$ cat src/rtl/cpu_ctrl_pkg.sv
// cpu_ctrl_pkg: shared pipeline-control types and constants for mini_cpu
//   state_e : control FSM states
//   ctrl_t  : packed bundle of PC enable plus per-stage valid/flush pairs
package cpu_ctrl_pkg;
   localparam int REG_ADDR_W = 5;
   localparam logic [REG_ADDR_W-1:0] REG_X0 = '0;
   typedef enum logic [1:0] {RUN, MEM_WAIT, HALT} state_e;
   typedef struct packed {
      logic pc_en;
      logic if_id_valid;
      logic if_id_flush;
      logic id_ex_valid;
      logic id_ex_flush;
      logic ex_mem_valid;
      logic ex_mem_flush;
      logic mem_wb_valid;
      logic mem_wb_flush;
   } ctrl_t;
   localparam ctrl_t CTRL_OFF  = 9'b0_00_00_00_00;
   localparam ctrl_t CTRL_RUN  = 9'b1_10_10_10_10;
   // Upstream registers hold; MEM/WB takes a bubble so the waiting access is not written back twice.
   localparam ctrl_t CTRL_MW   = 9'b0_00_00_00_01;
   localparam ctrl_t CTRL_BR   = 9'b1_01_01_10_10;
   localparam ctrl_t CTRL_LU   = 9'b0_00_01_10_10;
   localparam ctrl_t CTRL_FW   = 9'b0_01_10_10_10;
endpackage

$ cat src/rtl/pipe_hazard_ctrl_if.sv
// pipe_hazard_ctrl_if: hazard inputs and stage-control outputs between pipeline and controller
//   master : the hazard controller (drives pc_en and valid/flush pairs)
//   slave  : the pipeline datapath (drives register ids and hazard status)
interface pipe_hazard_ctrl_if;
   import cpu_ctrl_pkg::*;
   logic [REG_ADDR_W-1:0] id_rs1, id_rs2, ex_rd;
   logic id_uses_rs1, id_uses_rs2, ex_mem_read, ex_noflush, ex_branch_taken;
   logic mem_req, mem_ready, if_ready;
   logic pc_en, if_id_valid, if_id_flush, id_ex_valid, id_ex_flush;
   logic ex_mem_valid, ex_mem_flush, mem_wb_valid, mem_wb_flush;
   modport master (
      input  id_rs1, id_rs2, ex_rd, id_uses_rs1, id_uses_rs2, ex_mem_read, ex_noflush,
             ex_branch_taken, mem_req, mem_ready, if_ready,
      output pc_en, if_id_valid, if_id_flush, id_ex_valid, id_ex_flush,
             ex_mem_valid, ex_mem_flush, mem_wb_valid, mem_wb_flush
   );
   modport slave (
      output id_rs1, id_rs2, ex_rd, id_uses_rs1, id_uses_rs2, ex_mem_read, ex_noflush,
             ex_branch_taken, mem_req, mem_ready, if_ready,
      input  pc_en, if_id_valid, if_id_flush, id_ex_valid, id_ex_flush,
             ex_mem_valid, ex_mem_flush, mem_wb_valid, mem_wb_flush
   );
endinterface

$ cat src/rtl/hazard_detect.sv
// hazard_detect: combinational load-use comparator
//   inputs  : ID source registers and use bits, EX destination, EX load/live flags
//   load_use: ID instruction needs the result of the live load in EX
module hazard_detect
   import cpu_ctrl_pkg::*;
(
   input  logic [REG_ADDR_W-1:0] id_rs1,
   input  logic [REG_ADDR_W-1:0] id_rs2,
   input  logic                  id_uses_rs1,
   input  logic                  id_uses_rs2,
   input  logic [REG_ADDR_W-1:0] ex_rd,
   input  logic                  ex_mem_read,
   input  logic                  ex_noflush,
   output logic                  load_use
);
   assign load_use = ex_mem_read & ex_noflush & (ex_rd != REG_X0) &
                     ((id_uses_rs1 & (id_rs1 == ex_rd)) | (id_uses_rs2 & (id_rs2 == ex_rd)));
endmodule

$ cat src/rtl/pipe_hazard_ctrl.sv
// pipe_hazard_ctrl: pipeline stall/flush controller with data-memory timeout
//   clk, reset   : clock, asynchronous active-high reset
//   pif          : hazard inputs in, PC enable and per-stage valid/flush out
//   mem_err      : sticky data-memory timeout flag
//   stall_cycles : saturating count of stalled (pc_en=0) non-halted cycles
module pipe_hazard_ctrl
   import cpu_ctrl_pkg::*;
#(
   parameter int MEM_TIMEOUT = 64,
   parameter int CNT_W       = 32
) (
   input  logic               clk,
   input  logic               reset,
   pipe_hazard_ctrl_if.master pif,
   output logic               mem_err,
   output logic [CNT_W-1:0]   stall_cycles
);
   localparam int TW = $clog2(MEM_TIMEOUT);
   state_e           state_q, state_d;
   logic [TW-1:0]    tmo_q, tmo_d;
   logic             err_q, err_d;
   logic [CNT_W-1:0] stall_q, stall_d;
   logic             load_use, mw, br;
   ctrl_t            ctrl;
   hazard_detect u_hazard_detect (
      .id_rs1      (pif.id_rs1),
      .id_rs2      (pif.id_rs2),
      .id_uses_rs1 (pif.id_uses_rs1),
      .id_uses_rs2 (pif.id_uses_rs2),
      .ex_rd       (pif.ex_rd),
      .ex_mem_read (pif.ex_mem_read),
      .ex_noflush  (pif.ex_noflush),
      .load_use    (load_use)
   );
   assign mw = pif.mem_req & ~pif.mem_ready;
   assign br = pif.ex_branch_taken & pif.ex_noflush;
   // Reset gates the outputs combinationally so the pipeline freezes the moment reset rises.
   assign ctrl = (reset || state_q == HALT) ? CTRL_OFF :
                 mw                         ? CTRL_MW  :
                 br                         ? CTRL_BR  :
                 load_use                   ? CTRL_LU  :
                 !pif.if_ready              ? CTRL_FW  : CTRL_RUN;
   assign pif.pc_en        = ctrl.pc_en;
   assign pif.if_id_valid  = ctrl.if_id_valid;
   assign pif.if_id_flush  = ctrl.if_id_flush;
   assign pif.id_ex_valid  = ctrl.id_ex_valid;
   assign pif.id_ex_flush  = ctrl.id_ex_flush;
   assign pif.ex_mem_valid = ctrl.ex_mem_valid;
   assign pif.ex_mem_flush = ctrl.ex_mem_flush;
   assign pif.mem_wb_valid = ctrl.mem_wb_valid;
   assign pif.mem_wb_flush = ctrl.mem_wb_flush;
   assign mem_err          = err_q;
   assign stall_cycles     = stall_q;
   always_comb begin
      state_d = state_q;
      tmo_d   = tmo_q;
      err_d   = err_q;
      if (state_q == RUN && mw) begin
         state_d = MEM_WAIT;
         tmo_d   = TW'(1);
      end else if (state_q == MEM_WAIT) begin
         // Leaving on either completion or a dropped request (external flush).
         if (!mw) begin
            state_d = RUN;
            tmo_d   = '0;
         end else if (tmo_q == TW'(MEM_TIMEOUT - 1)) begin
            state_d = HALT;
            err_d   = 1'b1;
         end else begin
            tmo_d = tmo_q + 1'b1;
         end
      end
      stall_d = (!ctrl.pc_en && state_q != HALT && !(&stall_q)) ? stall_q + 1'b1 : stall_q;
   end
   always_ff @(posedge clk or posedge reset) begin
      if (reset) begin
         state_q <= RUN;
         tmo_q   <= '0;
         err_q   <= 1'b0;
         stall_q <= '0;
      end else begin
         state_q <= state_d;
         tmo_q   <= tmo_d;
         err_q   <= err_d;
         stall_q <= stall_d;
      end
   end
endmodule
$ cat src/flat_wrapper.sv
// flat-port wrapper written by rule: the top's interface ports become plain ports
module pipe_hazard_ctrl_flat import cpu_ctrl_pkg::*;
#(
   parameter int MEM_TIMEOUT = 64,
   parameter int CNT_W       = 32
)
  (clk, reset, mem_err, stall_cycles, pif_id_rs1, pif_id_rs2, pif_ex_rd, pif_id_uses_rs1, pif_id_uses_rs2, pif_ex_mem_read, pif_ex_noflush, pif_ex_branch_taken, pif_mem_req, pif_mem_ready, pif_if_ready, pif_pc_en, pif_if_id_valid, pif_if_id_flush, pif_id_ex_valid, pif_id_ex_flush, pif_ex_mem_valid, pif_ex_mem_flush, pif_mem_wb_valid, pif_mem_wb_flush);
  pipe_hazard_ctrl_if pif_i ();
  input  logic clk;
  input  logic reset;
  output logic mem_err;
  output logic [CNT_W-1:0] stall_cycles;
  input wire logic [$bits(pif_i.id_rs1)-1:0] pif_id_rs1;
  input wire logic [$bits(pif_i.id_rs2)-1:0] pif_id_rs2;
  input wire logic [$bits(pif_i.ex_rd)-1:0] pif_ex_rd;
  input wire logic [$bits(pif_i.id_uses_rs1)-1:0] pif_id_uses_rs1;
  input wire logic [$bits(pif_i.id_uses_rs2)-1:0] pif_id_uses_rs2;
  input wire logic [$bits(pif_i.ex_mem_read)-1:0] pif_ex_mem_read;
  input wire logic [$bits(pif_i.ex_noflush)-1:0] pif_ex_noflush;
  input wire logic [$bits(pif_i.ex_branch_taken)-1:0] pif_ex_branch_taken;
  input wire logic [$bits(pif_i.mem_req)-1:0] pif_mem_req;
  input wire logic [$bits(pif_i.mem_ready)-1:0] pif_mem_ready;
  input wire logic [$bits(pif_i.if_ready)-1:0] pif_if_ready;
  output wire logic [$bits(pif_i.pc_en)-1:0] pif_pc_en;
  output wire logic [$bits(pif_i.if_id_valid)-1:0] pif_if_id_valid;
  output wire logic [$bits(pif_i.if_id_flush)-1:0] pif_if_id_flush;
  output wire logic [$bits(pif_i.id_ex_valid)-1:0] pif_id_ex_valid;
  output wire logic [$bits(pif_i.id_ex_flush)-1:0] pif_id_ex_flush;
  output wire logic [$bits(pif_i.ex_mem_valid)-1:0] pif_ex_mem_valid;
  output wire logic [$bits(pif_i.ex_mem_flush)-1:0] pif_ex_mem_flush;
  output wire logic [$bits(pif_i.mem_wb_valid)-1:0] pif_mem_wb_valid;
  output wire logic [$bits(pif_i.mem_wb_flush)-1:0] pif_mem_wb_flush;
  assign pif_i.id_rs1 = pif_id_rs1;
  assign pif_i.id_rs2 = pif_id_rs2;
  assign pif_i.ex_rd = pif_ex_rd;
  assign pif_i.id_uses_rs1 = pif_id_uses_rs1;
  assign pif_i.id_uses_rs2 = pif_id_uses_rs2;
  assign pif_i.ex_mem_read = pif_ex_mem_read;
  assign pif_i.ex_noflush = pif_ex_noflush;
  assign pif_i.ex_branch_taken = pif_ex_branch_taken;
  assign pif_i.mem_req = pif_mem_req;
  assign pif_i.mem_ready = pif_mem_ready;
  assign pif_i.if_ready = pif_if_ready;
  assign pif_pc_en = pif_i.pc_en;
  assign pif_if_id_valid = pif_i.if_id_valid;
  assign pif_if_id_flush = pif_i.if_id_flush;
  assign pif_id_ex_valid = pif_i.id_ex_valid;
  assign pif_id_ex_flush = pif_i.id_ex_flush;
  assign pif_ex_mem_valid = pif_i.ex_mem_valid;
  assign pif_ex_mem_flush = pif_i.ex_mem_flush;
  assign pif_mem_wb_valid = pif_i.mem_wb_valid;
  assign pif_mem_wb_flush = pif_i.mem_wb_flush;
  pipe_hazard_ctrl #(.MEM_TIMEOUT(MEM_TIMEOUT), .CNT_W(CNT_W)) u_core (.clk(clk), .reset(reset), .pif(pif_i), .mem_err(mem_err), .stall_cycles(stall_cycles));
endmodule
$ cat config.mk
export PLATFORM = sky130hd
export DESIGN_NAME = pipe_hazard_ctrl_flat
export DESIGN_NICKNAME = d
export VERILOG_FILES = /design/src/rtl/cpu_ctrl_pkg.sv /design/src/rtl/pipe_hazard_ctrl_if.sv /design/src/rtl/hazard_detect.sv /design/src/rtl/pipe_hazard_ctrl.sv /design/src/flat_wrapper.sv
export SDC_FILE = /design/constraint.sdc
export NUM_CORES = 1
export LEC_CHECK = 0
export BUFFER_PORTS_ARGS = -buffer_cell sky130_fd_sc_hd__buf_2
export CAP_MARGIN = 20
export CELL_PAD_IN_SITES_DETAIL_PLACEMENT = 1
export CELL_PAD_IN_SITES_GLOBAL_PLACEMENT = 2
export CORE_MARGIN = 2
export CORE_UTILIZATION = 31
export CTS_CLUSTER_DIAMETER = 150
export DETAILED_ROUTE_END_ITERATION = 16
export PLACE_DENSITY_LB_ADDON = 0.12
export SYNTH_ARGS = -nofsm -noshare
export SYNTH_HDL_FRONTEND = slang
export SYNTH_HIERARCHICAL = 1
export SYNTH_SLANG_ARGS = --single-unit
export TNS_END_PERCENT = 100
$ cat constraint.sdc
create_clock -name clk -period 2.35 [get_ports clk]
set_input_delay 0.47 -clock clk [delete_from_list [all_inputs] [get_ports clk]]
set_output_delay 0.47 -clock clk [all_outputs]
set_load 0.02 [all_outputs]
==> metrics.cfg, run 1 <==
[clocking]
numCtsBuffers = 5
cts_tree = done
clk_latency_ps = 290
cts_sinks = 41
cts_setup_buffers = 0
htreeDepth = 2
hold_buffers = 0
path_clk_slew_ps = 80
cts_buffer_depth = 2
cts_root_buf = clkbuf_8

[synth]
yosys_warnings = 6
synth_top_area_cell = dfrtp_1
syn_inst = 227
netlist_top_cells_area = dfrtp_1 (45%), xnor2_1 (12%), nand4_1 (6.0%)
ys_async_sr_fraction_pct = 100.0
synth-edff-count = 0
ys_ff_latch = 41
syn_area_um2 = 2281
synth_top_area_share_pct = 44.98
synth_flop_cell = dfrtp_1
synthesis.nets = 254
yosysUniqueCellTypes = 44
avgSynthCellArea_um2 = 10.05
yosysSeqAreaShare_pct = 44.98

[pwr]
leakage_nw = 1.389
ir_drop_mv = 0.3141
p_total_mw = 1.773
p_per_area_nw_per_um2 = 595.5

[sta]
finalHoldViolCount = 0
setup_violations = 0
slew_headroom_pct = 64.01
maxClockFrequency_mhz = 436.2
period_minus_slack_ps = 2292
fin_crit_sh_pct = 97.55
slew_violations = 0
finClkSkew_ps = 7.488
timing_worst_slew_pin_value_ps = 539.9

[layout]
nets = 330
final_cell_mix = buf_2 (60), dfrtp_1 (41), xnor2_1 (32)
fin_area_um2 = 2977
stdcell_count = 402
area_growth_pct = 30.50
drive_gt1_share_pct = 35.64
diodes = 0
layout_commonest_cell = buf_2

[setup_path]
cp.buffers_inverters = 2
cp-start-kind = input port
r2r_end = u_core/tmo_q[5]
cp_data_arrival_time_ps = 1820
reg2reg_slack_ps = 440
cp_max_fo = 3
path_delay_family = simple AND/OR/NAND/NOR gates
worstRegToRegCells = 6
slowest_stage = or4_4
crit_chain = buf_2, or4_4, o211ai_2, a21oi_2, or2_4, a21oi_4, buf_6
rr_startpoint = u_core/tmo_q[0]
crit_type = in2out
cp.required_ps = 1880
end_kind = primary output
max_stage_delay_ps = 510

[drt]
wire_per_inst_um = 14.40
dr_wl_met2_um = 2837
drt_iter0_drc = 64
first_pass_iters = 3
vias = 1973
drt-vias-per-instance = 4.908
wl_met1_um = 2672
postRouteAntennaNets = 0
drc = 0
topRoutingLayerUsed = met4
dr_wl_met3_um = 219
finalWirelength_um = 5790

[floorplanning]
start_util_pct = 31.79
rows = 31
top_level_ports = 67
core_um2 = 7176
fp.dieH_um = 89.78
dieArea_um2 = 8060
dieWidth_um = 89.78

[global_route]
overflow = 0
first_global_vias = 2040
track_usage_pct = 14.85
grt_antenna_before_repair = 0
grt_pass1_wl_um = 9867
grt_max_degree = 42

[placed_design]
place_congestion = 0.7063
io_buffers = 65
hpwlAfterDp_um = 4321
placedCellCount = 395
place_area_um2 = 2805

[outcome]
outcome = completed

[worst_hold_path]
hp-class = in2async

[job]
maxCapViolCount = 0

[final cells by class]
class / count / area [µm²]
sequential: 41 / 1026
clock buffer: 6 / 82.58
fill: 846 / 4199
clock inverter: 1 / 7.507
multi-input combinational: 175 / 1262
inverter: 3 / 11.26
timing repair buffer: 77 / 462.9
tap: 99 / 123.9
[routing by layer]
metal	track usage [%]	vias up
met2	25.13	40
met4	4.103	0
met1	19.18	964
met5	0	-
li1	-	962
met3	3.353	7
[what timing repair did]
item / in CTS / in global routing
endpoints found under the setup margin: 3 / 5
pin swaps: 5 / 6
endpoints found under the hold margin: 0 / 0
resized for setup: 9 / 12
[registers in the layout (all words and copies together), names as in the netlist]
| name | count |
|---|---|
| u_core/tmo_q | 6 |
| u_core/state_q | 2 |
| u_core/stall_cycles | 32 |
| u_core/mem_err | 1 |
[synth_stat cells (3+ instances only)]
master and instances:
and2_1 4, xnor2_1 32, a21oi_1 11, xor2_1 8
nor2_1 12, o21ai_0 6, nor4_1 3, and3_2 3
dfrtp_1 41, inv_1 3, nand2_1 11, nand3_1 13
and4_1 4, nand4_1 22, buf_2 6, and3_1 10
[tightest hold or removal path: stages]
cell	delay, ps
buf_2	130
inv_1	50
buf_4	450
[cells by family (layout without fill, tap and decap cells)]
kind of cell	Yosys count	count (layout)	share of synthesized area, %
and+or+nand+nor	104	104	28.03
xor gates and xnor gates	40	40	15.36
other	1	1	0.1644
AOI/OAI and AO/OA	27	27	7.405
adders and majority gates	2	2	1.097
muxes	1	1	0.4937
buffers and inverters	11	87	2.468
DFF	41	41	44.98
[worst max-delay path by stage]
stage	from	end	slack, ps	cells after the start
finish	pif_ex_rd[4]	pif_if_id_flush	60	7
global route	pif_ex_rd[4]	pif_if_id_valid	-4	7
CTS	pif_ex_rd[3]	pif_if_id_valid	10	9
detailed placement	pif_ex_rd[3]	u_core/stall_cycles[1]	-150	9
global placement	pif_ex_rd[3]	u_core/stall_cycles[19]	-100	12
floorplan	pif_ex_rd[3]	pif_if_id_flush	10	5
[power by group]
part / leakage [nW] / switching [mW] / internal, mW / total [mW]
Combinational: 0.791 / 0.250 / 0.185 / 0.435
Clock: 0.0433 / 0.249 / 0.232 / 0.482
Sequential: 0.555 / 0.0813 / 0.775 / 0.856
[stage by stage]
| stage | util [%] | setup slack (ps) | hold slack (ps) | TNS [ps] |
|---|---|---|---|---|
| after detailed placement | 39.09 | -145.5 | 443.7 | -3467 |
| after global routing | 41.48 | -4.464 | 398.6 | -4.464 |
| after global placement | 39.09 | -98.72 | 437.6 | -1828 |
| final | 41.48 | 57.56 | 356.8 | 0 |
| after floorplan | - | 13.31 | 480.5 | 0 |
| after CTS | 40.75 | 11.26 | 379.7 | 0 |
(Power assumes the default switching activity.)
==> run 2: changes to the inputs <==
CORE_MARGIN = 4   (was 2)
CORE_UTILIZATION = 32   (was 31)
CTS_BUF_LIST = sky130_fd_sc_hd__clkbuf_8   (was default)
==> run 2 against run 1 <==
Register-to-register slack hardly changed. Wire length is 3.2% higher. Critical path depth is 1 higher. Total power is 1.2% higher. Final cell count stayed put. Non-clock buffer count is 2 higher. Combinational power is 2% higher. Critical path type unchanged. Clock skew is 2.2 ps higher. Clock power is 3% higher. Utilization is 2.1 points higher.
==> metrics.cfg, run 2 (synthesized netlist as in run 1, its figures left out) <==
[layout]
drive_gt1_share_pct = 36.27  ; +0.63 points
layout_commonest_cell = buf_2
fin_area_um2 = 2997  ; +0.67%
area_growth_pct = 31.38
diodes = 0  ; unchanged
final_util_pct = 43.62  ; +2.1 points
largest_reg_flops = 32  ; unchanged
stdcell_count = 402  ; unchanged
nets = 332  ; +0.61%
final_cell_mix = buf_2 (59), dfrtp_1 (41), xnor2_1 (32)

[sta]
whs_ps = 283.7  ; -73.13 ps
rsz0062_at_grt = true
setup_violations = 0  ; unchanged
fin_tns_setup_ps = 0  ; unchanged
slew_violations = 0  ; unchanged
maxClockFrequency_mhz = 429.2  ; -1.6%
fin_crit_sh_pct = 99.14  ; +1.6 points
finalHoldViolCount = 0  ; unchanged
period_minus_slack_ps = 2330  ; +37.39 ps
finClkSkew_ps = 9.691  ; +2.203 ps
fin_ws_ps = 20.17  ; -37.39 ps

[floorplanning]
rows = 30  ; -3.2%
start_util_pct = 33.21  ; +1.4 points
dieWidth_um = 92.43  ; +3.0%
fp.dieH_um = 92.43  ; +3.0%
top_level_ports = 67  ; unchanged
dieArea_um2 = 8542  ; +6.0%
core_um2 = 6869  ; -4.3%

[setup_path]
cp.required_ps = 1880  ; about the same
crit_chain = buf_2, xor2_1, nor4_1, nand3_1, a21oi_2, nand2b_4, a21oi_2, buf_6
cp_data_arrival_time_ps = 1860  ; +40 ps
slowest_stage = nor4_1
crit_type = in2out
end_kind = primary output
max_stage_delay_ps = 340  ; -170 ps
cp-start-kind = input port
cpMostUsedCell = a21oi_2
cp_max_fo = 3  ; unchanged

[placed_design]
hpwlAfterDp_um = 4559  ; +5.5%
placedCellCount = 394  ; -0.25%
preCtsSetupSlack_ps = -221.8  ; -76.31 ps
place_congestion = 0.7630  ; +8.0%
io_buffers = 65  ; unchanged
place_area_um2 = 2816  ; +0.40%

[clocking]
numCtsBuffers = 5  ; unchanged
cts_buffer_depth = 2  ; unchanged
htreeDepth = 2  ; unchanged
cts_tree = done
cts_sinks = 41  ; unchanged
clk_latency_ps = 290  ; about the same
path_clk_slew_ps = 80  ; about the same
cts_root_buf = clkbuf_8
cts_setup_buffers = 0  ; unchanged

[outcome]
outcome = completed

[global_route]
grt_pass1_wl_um = 9977  ; +1.1%
overflow = 0  ; unchanged
grt_antenna_before_repair = 0  ; unchanged
grt_max_degree = 22  ; -48%
first_global_vias = 2036  ; -0.20%
track_usage_pct = 14.45  ; -0.39 points

[pwr]
leakage_nw = 1.415  ; +1.9%
p_total_mw = 1.793  ; +1.2%
p_per_area_nw_per_um2 = 598.4  ; +0.48%
ir_drop_mv = 0.3902  ; +24%

[drt]
first_pass_iters = 4  ; +1
drc = 0  ; unchanged
drt-vias-per-instance = 4.983  ; +1.5%
finalWirelength_um = 5975  ; +3.2%
drt_iter0_drc = 54  ; -16%
wire_per_inst_um = 14.86  ; +3.2%
vias = 2003  ; +1.5%
postRouteAntennaNets = 0  ; unchanged

[worst_hold_path]
hp-class = in2async

[job]
maxCapViolCount = 0  ; unchanged

[run 2: layout make-up]
type                            instances  area (µm²)
Fill cell                             824        3872
Multi-Input combinational cell        175        1259
Sequential cell                        41        1026
Timing Repair Buffer                   79       484.2
Tap cell                               96       120.1
Clock buffer                            6       82.58
Clock inverter                          2       13.76
Inverter                                3       11.26
[run 2: per-layer routing]
layer	wire length, µm	share of wire [%]	vias up	global-route usage (%)
met3	334	5.6	7	3.818
met4	83	1.4	0	3.713
met2	2638	44	54	21.63
li1	-	-	972	-
met5	0	0	-	0
met1	2919	49	970	20.61
[run 2: worst paths after layout]
check | from | cells past startpoint | slack (ps) | endpoint
worst min-delay path | reset | 3 | 280 | u_core/stall_cycles[2]
worst max register to register | u_core/stall_cycles[0] | 6 | 450 | u_core/stall_cycles[1]
worst min register to register | u_core/mem_err | 1 | 460 | u_core/mem_err
max in group asynchronous | reset | 3 | 1830 | u_core/mem_err
min in group clk | u_core/mem_err | 1 | 460 | u_core/mem_err
worst max-delay path | pif_ex_rd[1] | 8 | 20 | pif_pc_en
[run 2: what timing repair did]
item,CTS,global route
setup endpoints to repair,5,4
pin swaps,3,9
resized for setup,7,15
hold buffers,0,0
[run 2: power by group]
part	switching (mW)	internal (mW)	total, mW	leakage (nW)
combinational	0.253	0.189	0.442	0.809
clock	0.258	0.238	0.496	0.0512
sequential	0.0805	0.775	0.855	0.555
[run 2: worst max-delay path, delay by kind of cell]
| kind | cells | cell delay, ps |
|---|---|---|
| AND/OR/NAND/NOR | 3 | 670 |
| AO/OA/AOI/OAI | 2 | 290 |
| buffers and inverters | 2 | 270 |
| XOR/XNOR | 1 | 170 |
